**src/rtl/i2c_crc_word_parser_if.sv**
```systemverilog
// i2c_crc_word_parser_if: byte-stream in / checked-word out bundle for the I2C CRC word parser
// Ports (master = byte source and word sink, slave = parser):
//   frame_start, byte_valid, byte_data[7:0]          master -> slave
//   word_valid, word_data[15:0], word_index[2:0],
//   frame_done, crc_error, err_index[2:0], busy      slave -> master
interface i2c_crc_word_parser_if;
   logic        frame_start;
   logic        byte_valid;
   logic [7:0]  byte_data;
   logic        word_valid;
   logic [15:0] word_data;
   logic [2:0]  word_index;
   logic        frame_done;
   logic        crc_error;
   logic [2:0]  err_index;
   logic        busy;
   modport master (
      output frame_start, byte_valid, byte_data,
      input  word_valid, word_data, word_index, frame_done, crc_error, err_index, busy
   );
   modport slave (
      input  frame_start, byte_valid, byte_data,
      output word_valid, word_data, word_index, frame_done, crc_error, err_index, busy
   );
endinterface

```
**src/rtl/i2c_crc_word_parser.sv**
```systemverilog
// i2c_crc_word_parser: splits an I2C byte stream into NUM_WORDS 16-bit words, each optionally CRC-8 checked
// Ports:
//   clk  - clock, rising edge
//   rst  - synchronous active-high reset
//   bus  - slave modport: frame_start/byte_valid/byte_data in; word_valid/word_data/word_index,
//          frame_done, crc_error/err_index and busy out (all pulses registered, one cycle wide)
module i2c_crc_word_parser #(
   parameter int         NUM_WORDS = 2,
   parameter int         CRC_EN    = 1,
   parameter logic [7:0] CRC_POLY  = 8'h31,
   parameter logic [7:0] CRC_INIT  = 8'hFF
) (
   input logic                  clk,
   input logic                  rst,
   i2c_crc_word_parser_if.slave bus
);
   typedef enum logic [1:0] {IDLE, MSB, LSB, CHK} state_t;
   state_t      state_q, state_d;
   logic [7:0]  crc_q, crc_d, msb_q, msb_d, lsb_q, lsb_d;
   logic [2:0]  idx_q, idx_d, word_index_q, word_index_d, err_index_q, err_index_d;
   logic [15:0] word_data_q, word_data_d;
   logic        word_valid_q, word_valid_d, frame_done_q, frame_done_d, crc_error_q, crc_error_d;
   logic        accept, last, match, emit, bad;
   function automatic logic [7:0] step(input logic [7:0] c, input logic [7:0] b);
      logic [7:0] r;
      r = c ^ b;
      for (int i = 0; i < 8; i++) r = r[7] ? ((r << 1) ^ CRC_POLY) : (r << 1);
      return r;
   endfunction
   // A byte arriving together with frame_start is dropped; the restart takes priority.
   assign accept = bus.byte_valid && !bus.frame_start;
   assign last   = idx_q == 3'(NUM_WORDS - 1);
   assign match  = bus.byte_data == crc_q;
   assign emit   = accept && ((state_q == LSB && CRC_EN == 0) || (state_q == CHK && match));
   assign bad    = accept && state_q == CHK && !match;
   always_ff @(posedge clk) begin
      if (rst) begin
         state_q      <= IDLE;
         crc_q        <= CRC_INIT;
         msb_q        <= '0;
         lsb_q        <= '0;
         idx_q        <= '0;
         word_data_q  <= '0;
         word_index_q <= '0;
         err_index_q  <= '0;
         word_valid_q <= 1'b0;
         frame_done_q <= 1'b0;
         crc_error_q  <= 1'b0;
      end else begin
         state_q      <= state_d;
         crc_q        <= crc_d;
         msb_q        <= msb_d;
         lsb_q        <= lsb_d;
         idx_q        <= idx_d;
         word_data_q  <= word_data_d;
         word_index_q <= word_index_d;
         err_index_q  <= err_index_d;
         word_valid_q <= word_valid_d;
         frame_done_q <= frame_done_d;
         crc_error_q  <= crc_error_d;
      end
   end
   always_comb begin
      state_d = state_q;
      if (bus.frame_start) state_d = MSB;
      else if (bus.byte_valid)
         case (state_q)
            MSB:     state_d = LSB;
            LSB:     state_d = CRC_EN != 0 ? CHK : (last ? IDLE : MSB);
            CHK:     state_d = (match && !last) ? MSB : IDLE;
            default: state_d = IDLE;
         endcase
   end
   always_comb begin
      crc_d        = bus.frame_start ? CRC_INIT :
                     (accept && state_q == MSB) ? step(CRC_INIT, bus.byte_data) :
                     (accept && state_q == LSB) ? step(crc_q, bus.byte_data) : crc_q;
      msb_d        = (accept && state_q == MSB) ? bus.byte_data : msb_q;
      lsb_d        = (accept && state_q == LSB) ? bus.byte_data : lsb_q;
      idx_d        = bus.frame_start ? 3'd0 : emit ? (last ? 3'd0 : idx_q + 3'd1) : idx_q;
      // Without CRC the word completes on the LSB byte itself, before lsb_q is loaded.
      word_data_d  = emit ? {msb_q, CRC_EN != 0 ? lsb_q : bus.byte_data} : word_data_q;
      word_index_d = emit ? idx_q : word_index_q;
      err_index_d  = bad ? idx_q : err_index_q;
      word_valid_d = emit;
      frame_done_d = emit && last;
      crc_error_d  = bad;
   end
   assign bus.word_valid = word_valid_q;
   assign bus.word_data  = word_data_q;
   assign bus.word_index = word_index_q;
   assign bus.frame_done = frame_done_q;
   assign bus.crc_error  = crc_error_q;
   assign bus.err_index  = err_index_q;
   assign bus.busy       = state_q != IDLE;
endmodule
```
**src/flat_wrapper.sv**
```systemverilog
// flat-port wrapper written by rule: the top's interface ports become plain ports
module i2c_crc_word_parser_flat 
#(
   parameter int         NUM_WORDS = 2,
   parameter int         CRC_EN    = 1,
   parameter logic [7:0] CRC_POLY  = 8'h31,
   parameter logic [7:0] CRC_INIT  = 8'hFF
)
  (clk, rst, bus_frame_start, bus_byte_valid, bus_byte_data, bus_word_valid, bus_word_data, bus_word_index, bus_frame_done, bus_crc_error, bus_err_index, bus_busy);
  i2c_crc_word_parser_if bus_i ();
  input logic clk;
  input logic rst;
  input wire logic [$bits(bus_i.frame_start)-1:0] bus_frame_start;
  input wire logic [$bits(bus_i.byte_valid)-1:0] bus_byte_valid;
  input wire logic [$bits(bus_i.byte_data)-1:0] bus_byte_data;
  output wire logic [$bits(bus_i.word_valid)-1:0] bus_word_valid;
  output wire logic [$bits(bus_i.word_data)-1:0] bus_word_data;
  output wire logic [$bits(bus_i.word_index)-1:0] bus_word_index;
  output wire logic [$bits(bus_i.frame_done)-1:0] bus_frame_done;
  output wire logic [$bits(bus_i.crc_error)-1:0] bus_crc_error;
  output wire logic [$bits(bus_i.err_index)-1:0] bus_err_index;
  output wire logic [$bits(bus_i.busy)-1:0] bus_busy;
  assign bus_i.frame_start = bus_frame_start;
  assign bus_i.byte_valid = bus_byte_valid;
  assign bus_i.byte_data = bus_byte_data;
  assign bus_word_valid = bus_i.word_valid;
  assign bus_word_data = bus_i.word_data;
  assign bus_word_index = bus_i.word_index;
  assign bus_frame_done = bus_i.frame_done;
  assign bus_crc_error = bus_i.crc_error;
  assign bus_err_index = bus_i.err_index;
  assign bus_busy = bus_i.busy;
  i2c_crc_word_parser #(.NUM_WORDS(NUM_WORDS), .CRC_EN(CRC_EN), .CRC_POLY(CRC_POLY), .CRC_INIT(CRC_INIT)) u_core (.clk(clk), .rst(rst), .bus(bus_i));
endmodule
```
**config.mk**
```make
export PLATFORM = sky130hd
export DESIGN_NAME = i2c_crc_word_parser_flat
export DESIGN_NICKNAME = d
export VERILOG_FILES = /design/src/rtl/i2c_crc_word_parser_if.sv /design/src/rtl/i2c_crc_word_parser.sv /design/src/flat_wrapper.sv
export SDC_FILE = /design/constraint.sdc
export NUM_CORES = 1
export LEC_CHECK = 0
export CAP_MARGIN = 20
export CELL_PAD_IN_SITES_DETAIL_PLACEMENT = 0
export CELL_PAD_IN_SITES_GLOBAL_PLACEMENT = 1
export CORE_MARGIN = 2
export CORE_UTILIZATION = 42
export DETAILED_ROUTE_END_ITERATION = 10
export PLACE_DENSITY_LB_ADDON = 0.1
export SETUP_SLACK_MARGIN = 0.5
export SYNTH_ARGS = -nofsm -noshare
export SYNTH_HDL_FRONTEND = slang
export SYNTH_SLANG_ARGS = --single-unit
```
**constraint.sdc**
```tcl
create_clock -name clk -period 1.93 [get_ports clk]
set_clock_uncertainty 0.1 [all_clocks]
set_input_delay 0.193 -clock clk [delete_from_list [all_inputs] [get_ports clk]]
set_output_delay 0.193 -clock clk [all_outputs]
set_load 0.1 [all_outputs]
```
==> metrics.yaml <==
critical_path:
  startpoint_type: "flop"
  crit_path_end_kind: "flop"
  r2r-end: "u_core.idx_q[2]"
  crit_arrival_ns: 1.97
  cp_max_fo: 7
  cp.required_ns: 2.05
  rr_worst_depth: 7
  rrSetupSlack_ns: 0.08
  critical_path_class: "flop to flop"
  reg2reg_from: "u_core.crc_q[3]"
global_routing:
  grt_antenna_before_repair: 0
  grt_pass1_wl_um: 9720
  grt_pass1_vias: 1929
  grt_max_degree: 35
  grt.total_usage: 0.192
  grt_overflow: 0
placed_design:
  port-buffer-count: 37
  dp_hpwl_um: 4080
  dp_cells: 387
  gp_congestion: 0.756
sta:
  slew_violations: 0
  hold_violations: 0
  fmax_mhz: 540
  rsz0062_at_grt: "yes"
  worst_pin_slew_ns: 0.418
  fin_crit_ns: 1.85
  whs_ns: 0.190
  post-route-period-util: 0.959
  slew_headroom: 0.721
  setup_violations: 0
clock_tree:
  cts_tree: "yes"
  path_clk_slew_ns: 0.11
  h-tree-depth: 2
  cts_buffers: 5
  clock_sinks: 54
  cts_buffer_depth: 2
  clk_latency_ns: 0.31
  root_buffer: "clkbuf_8"
power:
  peakVddDrop_mv: 0.462
  p_comb_frac: 0.191
  intPower_mw: 1.76
  p_switching_mw: 0.635
  power_density_nw_per_um2: 607
  leakagePower_nw: 1.69
  seqPwrFrac: 0.472
  clock_power_share: 0.337
  p_sw_frac: 0.265
final_layout:
  syn_to_final_growth_pct: 52.3
  stdcell_count: 414
  layout.nets: 354
  drive_above_1_share: 0.475
  fillers: 489
  antenna_cells: 0
logic_synthesis:
  async_flop_share: 0
  synth_top_area_frac: 0.417
  syn_inst: 255
  yosysSeqAreaShare: 0.417
  synth_fa_ha_area_frac: 0.0193
  synthFlopType: "dfxtp_1"
  synth-compound-area-share: 0.0913
  synthSimpleGateAreaFrac: 0.135
  yosys-top-cells-area: "dfxtp_1, mux2i_1, nor2_1"
  yosys_warnings: 0
  synth_top_family_by_area: "XOR/XNOR gates"
  yosys_register_bits: 54
  syn_avg_cell_area_um2: 10.2
  syn_area_um2: 2590
  synth-edff-count: 0
  synthesis.nets: 271
  synthMuxAreaShare: 0.120
  yosys.area_share.xor_xnor: 0.167
  yosys.area.top_type: "dfxtp_1"
  synth.distinct_cells: 44
detailed_routing:
  first_pass_iters: 4
  drt-total-wl_um: 6370
  viasPerCell: 4.90
  ant_nets: 0
  post-route-drc-count: 0
  drtIter0Drc: 78
  vias: 2030
  wl_per_cell_um: 15.4
floorplanning:
  io_pins: 38
  start_util: 0.435
  rows: 28
  die_h_um: 82.5
  die_x_um: 82.5
  core_um2: 5960
  dieArea_um2: 6810
status:
  outcome: "finished clean"
flow_run:
  drv_cap: 0
min_path:
  whs_endpoint: "u_core.state_q[1]"
  worstHoldStart: "bus_byte_valid"
  hold_path_depth: 4
  hold_path.class: "input pin to flop"
[per-stage QoR]
stage	setup TNS [ns]	setup WS, ns	instance area [µm²]	util	power, mW
after detailed placement	-6.88	-0.303	3260	0.547	1.54
after global routing	0	0.00553	3950	0.663	2.49
after CTS	0	0.131	3620	0.607	2.36
after global placement	-5.95	-0.304	3260	0.547	1.54
after floorplan	0	0.157	2670	-	1.41
final	0	0.0789	3950	0.663	2.40
[area by class of cell]
type	count	area [µm²]	area share
multi-input cells	177	1680	0.427
flip-flops and latches	54	1110	0.281
repair buffers	95	920	0.233
well taps	75	93.8	0.0238
clock buffers	5	68.8	0.0174
clock inverters	3	47.5	0.0120
inverters	5	25.0	0.00634
[critical path, cell delays in order, from the launching register on]
cell and delay, ns:
dfxtp_2 0.37, xnor2_2 0.21, nand2_2 0.10, nor4b_4 0.31
buf_4 0.21, buf_12 0.14, a31oi_4 0.08, a41o_1 0.21
[power groups by stage]
stage	clock [mW]	combinational (mW)	sequential [mW]
after global routing	0.866	0.489	1.13
after CTS	0.823	0.402	1.13
final	0.808	0.457	1.13
after detailed placement	0	0.377	1.16
after floorplan	0	0.250	1.16
after global placement	0	0.375	1.16
[logic make-up (layout without fill, tap and decap cells)]
group | count (synthesis) | in the layout
DFF | 54 | 54
muxes | 31 | 31
and+or+nand+nor | 72 | 72
AOI/OAI and AO/OA | 36 | 36
xor gates and xnor gates | 34 | 34
adders and majority gates | 4 | 4
buffers and inverters | 24 | 108
[repair_timing]
item	4_1_cts	5_1_grt
hold buffers	0	0
buffers inserted	8	7
gates resized for setup	37	57
pin swaps	12	16
cloned	3	1
endpoints found under the setup margin	46	54
endpoints found under the hold margin	0	0
[registers in the layout (all words and copies together), names as in the netlist]
register and cells:
u_core.bus.word_data 16, u_core.crc_q 8, u_core.lsb_q 8, u_core.msb_q 8, u_core.bus.err_index 3, u_core.bus.word_index 3, u_core.idx_q 3, u_core.state_q 2
u_core.bus.crc_error 1, u_core.bus.frame_done 1, u_core.bus.word_valid 1
[synth_stat cells, types with 3 or more instances]
cell / instances
o21ai_0: 5
buf_4: 4
buf_6: 3
xnor2_1: 14
xor2_1: 11
clkbuf_1: 9
ha_1: 4
mux2i_1: 31
nand2_1: 22
inv_1: 5
a21oi_1: 13
nor2b_1: 3
xnor2_4: 4
nor2_1: 35
dfxtp_1: 54
[placed cells by master (no fill, tap or decap), drive strengths merged, types with 3 or more instances in the layout]
cell	Yosys	routed
nor2b	3	3
nor2	35	35
clkbuf	10	6
buf	9	84
dlygate4sd2	0	6
o21ai	6	6
xnor2	20	20
inv	5	6
dfxtp	54	54
nand2	24	24
ha	4	4
xor2	11	11
mux2i	31	31
a21oi	13	13
[metal layers]
| layer | GRT usage | vias up | wire length [µm] | share of wire |
|---|---|---|---|---|
| met3 | 0.0402 | 6 | 253 | 0.040 |
| met4 | 0.0443 | 0 | 71 | 0.011 |
| li1 | - | 1021 | - | - |
| met2 | 0.333 | 42 | 3310 | 0.52 |
| met1 | 0.245 | 961 | 2740 | 0.43 |
| met5 | 0 | - | 0 | 0 |
[worst max path at each step]
stage,start,to,slack (ns)
CTS,u_core.crc_q[5],u_core.idx_q[2],0.13
floorplan,bus_byte_data[7],u_core.bus.word_data[5],0.16
global placement,bus_byte_data[7],u_core.crc_q[0],-0.30
detailed placement,bus_byte_data[7],u_core.crc_q[0],-0.30
finish,u_core.crc_q[3],u_core.idx_q[2],0.08
global route,u_core.crc_q[3],u_core.idx_q[2],0.006
No activity file was read; power rests on OpenSTA's default activity.
